==> config.mk <==
export PLATFORM = sky130hd
export DESIGN_NAME = rr_arb16
export DESIGN_NICKNAME = d
export VERILOG_FILES = /design/src/rtl/rr_arb16_pkg.sv /design/src/rtl/rr_arb16_pri_enc16.sv /design/src/rtl/rr_arb16.sv
export SDC_FILE = /design/constraint.sdc
export NUM_CORES = 1
export LEC_CHECK = 0
export CORE_MARGIN = 2
export CORE_UTILIZATION = 35
export CTS_CLUSTER_SIZE = 24
export DETAILED_ROUTE_END_ITERATION = 8
export PLACE_DENSITY = 0.57
export SLEW_MARGIN = 10
export SYNTH_ARGS = -nofsm -noshare
export SYNTH_HDL_FRONTEND = slang
export SYNTH_SLANG_ARGS = --single-unit
==> constraint.sdc <==
create_clock -name clk -period 2.8 [get_ports clk]
set_input_delay 0.56 -clock clk [delete_from_list [all_inputs] [get_ports clk]]
set_output_delay 0.56 -clock clk [all_outputs]
set_load 0.005 [all_outputs]
==> src/rtl/rr_arb16_pkg.sv <==
// rr_arb16_pkg: shared constants, FSM state encoding and one-hot decode for the 16-way arbiter
package rr_arb16_pkg;
    localparam int NREQ = 16;
    localparam int IDW  = 4;

    typedef enum logic [1:0] {
        IDLE  = 2'b00,
        GRANT = 2'b01,
        GAP   = 2'b10
    } state_t;

    function automatic logic [NREQ-1:0] onehot16(input logic [IDW-1:0] id);
        return NREQ'(1) << id;
    endfunction
endpackage

==> src/rtl/rr_arb16_pri_enc16.sv <==
// pri_enc16: combinational lowest-set-bit encoder
//   vec : 16-bit input vector
//   idx : index of the lowest set bit (0 when vec is zero)
//   any : high when any bit of vec is set
module pri_enc16
    import rr_arb16_pkg::*;
(
    input  logic [NREQ-1:0] vec,
    output logic [IDW-1:0]  idx,
    output logic            any
);
    always_comb begin
        idx = '0;
        for (int i = NREQ - 1; i >= 0; i--)
            if (vec[i]) idx = IDW'(i);
    end

    assign any = |vec;
endmodule

==> src/rtl/rr_arb16.sv <==
// rr_arb16: 16-way round-robin arbiter with registered one-hot grant and one dead cycle between owners
//   TMAX  : maximum grant tenure in cycles (only used with RR_TIMEOUT_EN)
//   clk   : clock
//   rst_n : asynchronous active-low reset
//   req   : level-sensitive request vector
//   done  : single-cycle release pulse from the current owner
//   gnt   : registered one-hot grant, zero when idle
//   gid   : registered index of the granted requester, held while gv=0
//   gv    : grant valid (OR of gnt)
//   tout  : one-cycle pulse when a grant is revoked by timeout
// Optional feature: define RR_TIMEOUT_EN to build the tenure counter and forced release.
module rr_arb16
    import rr_arb16_pkg::*;
#(
    parameter int unsigned TMAX = 255
) (
    input  logic            clk,
    input  logic            rst_n,
    input  logic [NREQ-1:0] req,
    input  logic            done,
    output logic [NREQ-1:0] gnt,
    output logic [IDW-1:0]  gid,
    output logic            gv,
    output logic            tout
);
    if (TMAX < 1 || TMAX > 65535) begin : g_tmax_chk
        $error("rr_arb16: TMAX out of range");
    end

    state_t          state_q, state_d;
    logic [NREQ-1:0] gnt_q, gnt_d;
    logic [IDW-1:0]  gid_q, gid_d;
    logic            gv_q, gv_d;
    logic [IDW-1:0]  p_q, p_d;
    logic [NREQ-1:0] h;
    logic [IDW-1:0]  h_idx, r_idx, win;
    logic            h_any, req_any, take, to;

    // Upper set: requests strictly above the last winner; empty when p=15.
    assign h = req & (16'hFFFE << p_q);

    pri_enc16 u_hi  (.vec(h),   .idx(h_idx), .any(h_any));
    pri_enc16 u_all (.vec(req), .idx(r_idx), .any(req_any));

    assign win = h_any ? h_idx : r_idx;

`ifdef RR_TIMEOUT_EN
    localparam int CW = $clog2(TMAX + 1);
    logic [CW-1:0] cnt_q, cnt_d;
    logic          tout_q, tout_d;
    assign to   = (state_q == GRANT) && (cnt_q == CW'(TMAX - 1));
    assign tout = tout_q;
`else
    assign to   = 1'b0;
    assign tout = 1'b0;
`endif

    always_comb begin
        state_d = state_q;
        gnt_d   = gnt_q;
        gid_d   = gid_q;
        gv_d    = gv_q;
        p_d     = p_q;
        take    = 1'b0;
`ifdef RR_TIMEOUT_EN
        cnt_d   = (state_q == GRANT) ? cnt_q + CW'(1) : cnt_q;
        tout_d  = 1'b0;
`endif
        unique case (state_q)
            IDLE: take = req_any;
            GRANT: begin
                if (done || !req[gid_q] || to) begin
                    state_d = GAP;
                    gnt_d   = '0;
                    gv_d    = 1'b0;
`ifdef RR_TIMEOUT_EN
                    tout_d  = to;
`endif
                end
            end
            GAP: begin
                state_d = IDLE;
                take    = req_any;
            end
            default: state_d = IDLE;
        endcase
        // Pointer moves only on a new grant, so a timed-out owner falls to lowest priority.
        if (take) begin
            state_d = GRANT;
            gnt_d   = onehot16(win);
            gid_d   = win;
            gv_d    = 1'b1;
            p_d     = win;
`ifdef RR_TIMEOUT_EN
            cnt_d   = '0;
`endif
        end
    end

    always_ff @(posedge clk or negedge rst_n) begin
        if (!rst_n) begin
            state_q <= IDLE;
            gnt_q   <= '0;
            gid_q   <= '0;
            gv_q    <= 1'b0;
            p_q     <= IDW'(NREQ - 1);
`ifdef RR_TIMEOUT_EN
            cnt_q   <= '0;
            tout_q  <= 1'b0;
`endif
        end else begin
            state_q <= state_d;
            gnt_q   <= gnt_d;
            gid_q   <= gid_d;
            gv_q    <= gv_d;
            p_q     <= p_d;
`ifdef RR_TIMEOUT_EN
            cnt_q   <= cnt_d;
            tout_q  <= tout_d;
`endif
        end
    end

    assign gnt = gnt_q;
    assign gid = gid_q;
    assign gv  = gv_q;
endmodule

==> qor.yml, run 1 <==
timing.hold.worst.start: "gnt[14]"
finClkSkew_ns: 0.00254
fmaxAchievable_mhz: 395
ctsHoldBuffers: 0
maxSlewHeadroom_pct: 66.8
holdPathEnd: "gnt[14]"
postRouteWirelength_mm: 5.19
run_status: "finished, final reports clean"
critical_path_class: "primary input to register"
synth_mux_area_share_pct: 9.07
cts_root_buffer: "sky130_fd_sc_hd__clkbuf_8"
clkSinkCount: 27
crit_path_end_kind: "register"
fin_tns_setup_ns: 0
r2r_cells: 6
timing_worst_slew_pin_value_ns: 0.492
cts_buffers: 3
post_synth_and_or_nand_nor_area_fraction_pct: 17.3
drtPass1Iterations: 4
ys_seq_elements: 27
first_iter_violations: 69
antenna_cells: 0
grt_start_max_net_pins: 28
regArea_um2: 681
fin_total_pwr_mw: 2.47
synthToLayoutAreaGrowth_pct: 33.8
place.gp.congestion: 0.830
grt_pass1_vias: 1680
detailroute.via_count: 1796
netlist_area_um2: 1900
synth_ff_type: "sky130_fd_sc_hd__dfrtp_1"
number_of_antenna_violations_at_the_first_check_in_global_routing: 0
port-buffer-count: 39
combinational_family_with_the_most_area_after_synthesis: "compound AO/OA/AOI/OAI gates"
clk-insertion-delay-late_ns: 0.27
ir_drop_worst_case_vdd_v: 0.000573
fin_nets: 280
timing_hold_violations_final: 0
grt_setup_unrepaired: "false"
reg2reg_to: "gid[0]"
initial_utilization_pct: 36.8
synth-xor-area-share_pct: 0
crit_arrival_ns: 2.67
period_share_pct: 90.3
die_height_um: 77.8
routed_wire_length_per_instance_um: 15.7
first_pass_grt_wire_length_mm: 8.67
dp_hpwl_mm: 4.00
fill_cells: 485
cts_tree: "built"
cp_max_fo: 10
synth_instances: 199
ys_warn_count: 0
detail-route-antenna-nets: 0
die_x_um: 77.8
reg2reg_setup_slack_ns: 0.32
cts_max_path_buffers: 2
layout.cells.most_common: "sky130_fd_sc_hd__clkdlybuf4s50_1"
hold-path-cell-count: 2
maxCapViolations: 0
synth-async-reset-ratio_pct: 100
multi_input_area_um2: 1100
synth_area_in_adders_pct: 0
post_cts_buffers: 0
holdWs_ns: 0.483
dieArea_um2: 6050
r2r-start: "p_q[3]"
synth-compound-area-share_pct: 31.0
synthesized_netlist_net_count: 218
worst_setup_path_start_kind: "primary input"
final_period_minus_worst_setup_slack_ns: 2.53
ctsResizeCount: 0
worst_setup_hold_path_clk_slew_ns: 0.09
slew_viol_final: 0
core_area_um2: 5170
static-leakage-power_nw: 1.03
report.final.setup_viol: 0
hold_path.class: "register to register"
rows: 26
post_drt_via_cell_ratio: 5.44
synth.yosys.seq_area_share_pct: 35.7
h-tree-depth: 1
layout_common_cells: "sky130_fd_sc_hd__clkdlybuf4s50_1 (39), sky130_fd_sc_hd__buf_4 (29), sky130_fd_sc_hd__nand2_1 (25), sky130_fd_sc_hd__dfrtp_1 (23), sky130_fd_sc_hd__o31ai_1 (18)"
place_inst: 326
synthesis.area_per_instance_um2: 9.57
final_layout_size_suffix_gt1_share_pct: 20.4
cell_area_power_density_nw_per_um2: 970
global_route.usage.total_pct: 17.8
drc: 0
worst_ep_required_time_ns: 2.94
overflow: 0
synth.distinct_cells: 56
pin_count: 41
final-instance-count-excl-fill: 330
synth-edff-count: 0
## registers in the layout, indices dropped and copies added (netlist names)
signal / cells
state_q: 2
gv: 1
gnt: 16
gid: 4
p_q: 4
## cells in the mapped netlist, drive strengths merged (4+ instances only)
cell type	count	area, um2
o21ai	12	60.1
nand3	5	25.0
a21oi	8	51.3
nor2	14	60.1
mux2	4	45.0
o211ai	5	37.5
inv	8	30.0
mux4	5	128
o31ai	19	148
dfrtp	23	576
dfstp	4	105
a21boi	5	37.5
nor4	6	37.5
buf	11	96.3
nand2	25	93.8
## power by group
group | total (mW) | internal [mW] | switching [mW]
registers | 0.789 | 0.575 | 0.214
logic | 1.47 | 0.744 | 0.721
clock network | 0.218 | 0.102 | 0.116
## metal layers
layer | up-vias | GRT usage (%) | part of all wire [%]
li1 | 893 | - | -
met4 | 0 | 3.21 | 0.69
met3 | 5 | 2.44 | 3.4
met1 | 861 | 26.7 | 49
met5 | - | 0 | 0
met2 | 37 | 27.3 | 47
## worst max-delay path by stage
stage | to | startpoint
CTS | gid[0] | req[13]
detailed placement | gnt[3] | req[13]
global route | gid[0] | req[13]
global placement | gnt[9] | req[13]
finish | gid[0] | req[13]
floorplan | gnt[10] | req[5]
## per-stage QoR
step | utilization, % | instance area [um2] | worst slack, ns
6_report | 49.3 | 2550 | 0.272
5_1_grt | 49.3 | 2550 | 0.112
4_1_cts | 49.3 | 2550 | 0.259
3_5_place_dp | 48.4 | 2500 | -0.0245
3_3_place_gp | 48.4 | 2500 | -0.000451
2_1_floorplan | - | 1900 | 0.524
## final cells by class
type	count	share of cell area (%)
Clock buffer	4	1.77
Timing Repair Buffer	68	23.9
Sequential cell	27	26.7
Inverter	8	1.18
Tap cell	70	3.44
Multi-Input combinational cell	153	43.1
## critical path, stage by stage
cell                              delay (ns)
sky130_fd_sc_hd__clkdlybuf4s50_1        0.45
sky130_fd_sc_hd__buf_4                  0.18
sky130_fd_sc_hd__or2_2                  0.27
sky130_fd_sc_hd__o311ai_1               0.07
sky130_fd_sc_hd__a221oi_1               0.13
sky130_fd_sc_hd__o32ai_2                0.36
sky130_fd_sc_hd__o311a_1                0.51
sky130_fd_sc_hd__a21oi_1                0.13
## kinds of logic (layout without fill, tap and decap cells)
kind of cell	Yosys count	after routing
other	1	1
AND/OR/NAND/NOR	67	67
multiplexers	9	9
buffers and inverters	19	80
flip-flops	27	27
AO/OA/AOI/OAI	76	76
Power figures use the tool's default switching activity.
==> run 2, diff against run 1 <==
--- a/config.mk
+++ b/config.mk
@@ -5,10 +5,12 @@
 export SDC_FILE = /design/constraint.sdc
 export NUM_CORES = 1
 export LEC_CHECK = 0
+export ABC_AREA = 1
 export CORE_MARGIN = 2
 export CORE_UTILIZATION = 35
 export CTS_CLUSTER_SIZE = 24
 export DETAILED_ROUTE_END_ITERATION = 8
+export GPL_ROUTABILITY_DRIVEN = 0
 export PLACE_DENSITY = 0.57
 export SLEW_MARGIN = 10
 export SYNTH_ARGS = -nofsm -noshare
==> run 2 against run 1 <==
  * Register-to-register slack better by 0.30 ns
  * Setup slack better by 0.16 ns
  * Area after synthesis down 4.0%
  * Hold slack worse by 0.023 ns
  * Die area down 3.8%
  * Sequential cell count unchanged
  * Critical endpoint is now gnt[8]
  * Largest cell class unchanged
  * Largest power group unchanged
==> qor.yml, run 2 <==
run_status: "finished, final reports clean"
critical_path_class: "primary input to register"
post_synth_most_frequent_cells: "sky130_fd_sc_hd__nand2_1 (94), sky130_fd_sc_hd__inv_1 (30), sky130_fd_sc_hd__dfrtp_1 (23)"
detailroute.via_count: 1807
postRouteWirelength_mm: 4.82
clk-insertion-delay-late_ns: 0.27
ir_drop_worst_case_vdd_v: 0.000516
dp_hpwl_mm: 3.73
dieArea_um2: 5820
multi_input_area_um2: 965
number_of_antenna_violations_at_the_first_check_in_global_routing: 0
ys_seq_elements: 27
fmaxAchievable_mhz: 422
r2r-start: "gid[0]"
synth_ff_type: "sky130_fd_sc_hd__dfrtp_1"
first_iter_violations: 70
period_share_pct: 84.6
reg2reg_to: "gnt[8]"
crit_path_end_kind: "register"
port-buffer-count: 39
die_height_um: 76.3
grt_pass1_vias: 1811
fin_total_pwr_mw: 2.45
cts_max_path_buffers: 2
synth.distinct_cells: 27
worst_setup_hold_path_clk_slew_ns: 0.10
ctsHoldBuffers: 0
cts_root_buffer: "sky130_fd_sc_hd__clkbuf_8"
global_route.usage.total_pct: 17.3
timing.hold.worst.start: "state_q[1]"
synth-edff-count: 0
post_cts_buffers: 0
pin_count: 41
netlist_area_um2: 1830
cts_buffers: 3
worst_ep_required_time_ns: 3.01
final_layout_size_suffix_gt1_share_pct: 12.0
first_pass_grt_wire_length_mm: 8.34
grt_setup_unrepaired: "false"
timing_hold_violations_final: 0
cell_area_power_density_nw_per_um2: 1060
final_period_minus_worst_setup_slack_ns: 2.37
holdPathEnd: "state_q[0]"
slew_viol_final: 0
max_reg_flops: 16
static-leakage-power_nw: 1.16
die_x_um: 76.3
hold_path.class: "register to register"
reg2reg_setup_slack_ns: 0.62
overflow: 0
post_drt_via_cell_ratio: 4.77
post-synth-top-count-cell: "sky130_fd_sc_hd__nand2_1"
drtPass1Iterations: 4
report.final.setup_viol: 0
layout.core_utilization_pct: 45.8
layout_common_cells: "sky130_fd_sc_hd__nand2_1 (94), sky130_fd_sc_hd__clkdlybuf4s50_1 (39), sky130_fd_sc_hd__inv_1 (30), sky130_fd_sc_hd__dfrtp_1 (23), sky130_fd_sc_hd__nand3_1 (19)"
fin_nets: 329
clkSinkCount: 27
worst_setup_path_start_kind: "primary input"
grt_start_max_net_pins: 28
initial_utilization_pct: 36.0
synthToLayoutAreaGrowth_pct: 27.2
fin_tns_setup_ns: 0
finClkSkew_ns: 0.00782
fill_cells: 542
r2r_cells: 12
ctsResizeCount: 0
core_area_um2: 5070
synthDominantAreaCellType: "sky130_fd_sc_hd__dfrtp_1"
regArea_um2: 681
maxSlewHeadroom_pct: 57.2
h-tree-depth: 1
drc: 0
synthesis.area_per_instance_um2: 6.77
synthesized_netlist_net_count: 289
timing_worst_slew_pin_value_ns: 0.641
synth-async-reset-ratio_pct: 100
synth.yosys.seq_area_share_pct: 37.2
post_synth_main_area_contributors: "sky130_fd_sc_hd__dfrtp_1 (31%), sky130_fd_sc_hd__nand2_1 (19%), sky130_fd_sc_hd__inv_1 (6.2%), sky130_fd_sc_hd__nand4_1 (5.8%), sky130_fd_sc_hd__dfstp_2 (5.7%)"
rows: 26
maxCapViolations: 0
final-instance-count-excl-fill: 379
synth_instances: 270
yosys.area.top_type_share_pct: 31.5
detail-route-antenna-nets: 0
place_inst: 375
routed_wire_length_per_instance_um: 12.7
cts_tree: "built"
cp_max_fo: 17
antenna_cells: 0
crit_arrival_ns: 2.58
hold-path-cell-count: 1
ys_warn_count: 0
layout.cells.most_common: "sky130_fd_sc_hd__nand2_1"
[run 2: cell type report]
| class | instances | share of cell area (%) |
|---|---|---|
| clock buffer | 3 | 1.78 |
| clock inverter | 1 | 0.323 |
| inverter | 38 | 6.24 |
| multi-input combinational | 200 | 41.5 |
| sequential | 27 | 29.3 |
| tap | 70 | 3.77 |
| timing repair buffer | 40 | 17.1 |
[run 2: metrics by stage]
step	worst slack (ns)	hold WS, ns	cell area [um2]
3_3_place_gp	0.186	0.446	2280
4_1_cts	0.428	0.458	2320
3_5_place_dp	0.158	0.445	2280
5_1_grt	0.203	0.477	2320
6_report	0.431	0.460	2320
2_1_floorplan	0.929	0.264	1830
[run 2: critical path, cell delays in order]
cell and delay, ns:
sky130_fd_sc_hd__clkdlybuf4s50_1 0.47, sky130_fd_sc_hd__or2_1 0.25, sky130_fd_sc_hd__nor3_1 0.25, sky130_fd_sc_hd__nand2_1 0.14, sky130_fd_sc_hd__inv_2 0.10, sky130_fd_sc_hd__a21oi_4 0.08, sky130_fd_sc_hd__nor2_2 0.53, sky130_fd_sc_hd__nand2_1 0.11
sky130_fd_sc_hd__nand2_1 0.09
[run 2: cell families after synthesis]
family	count (synthesis)	synth area share, %
compound gates	35	11.6
simple gates	164	41.0
buf+inv	43	9.99
flops	27	37.2
other cells	1	0.205
[run 2: metal layers]
metal	GRT usage, %	wire length, um	vias up
met2	29.0	2220	46
met5	0	0	-
met3	2.49	222	10
met4	6.55	103	0
met1	22.5	2280	802
li1	-	-	949
[run 2: worst max path at each step]
stage	from	endpoint	slack (ns)	depth (start not counted)
finish	req[15]	gnt[8]	0.43	9
global route	req[9]	gnt[13]	0.20	13
CTS	req[15]	gnt[8]	0.43	9
detailed placement	req[15]	gnt[8]	0.16	9
global placement	req[15]	gnt[0]	0.19	9
floorplan	p_q[3]	gnt[0]	0.93	12
[run 2: power breakdown]
part           leakage [nW]  switching (mW)  internal [mW]
logic                 0.795           0.910          0.569
registers             0.346           0.168          0.584
clock network        0.0217           0.121          0.101
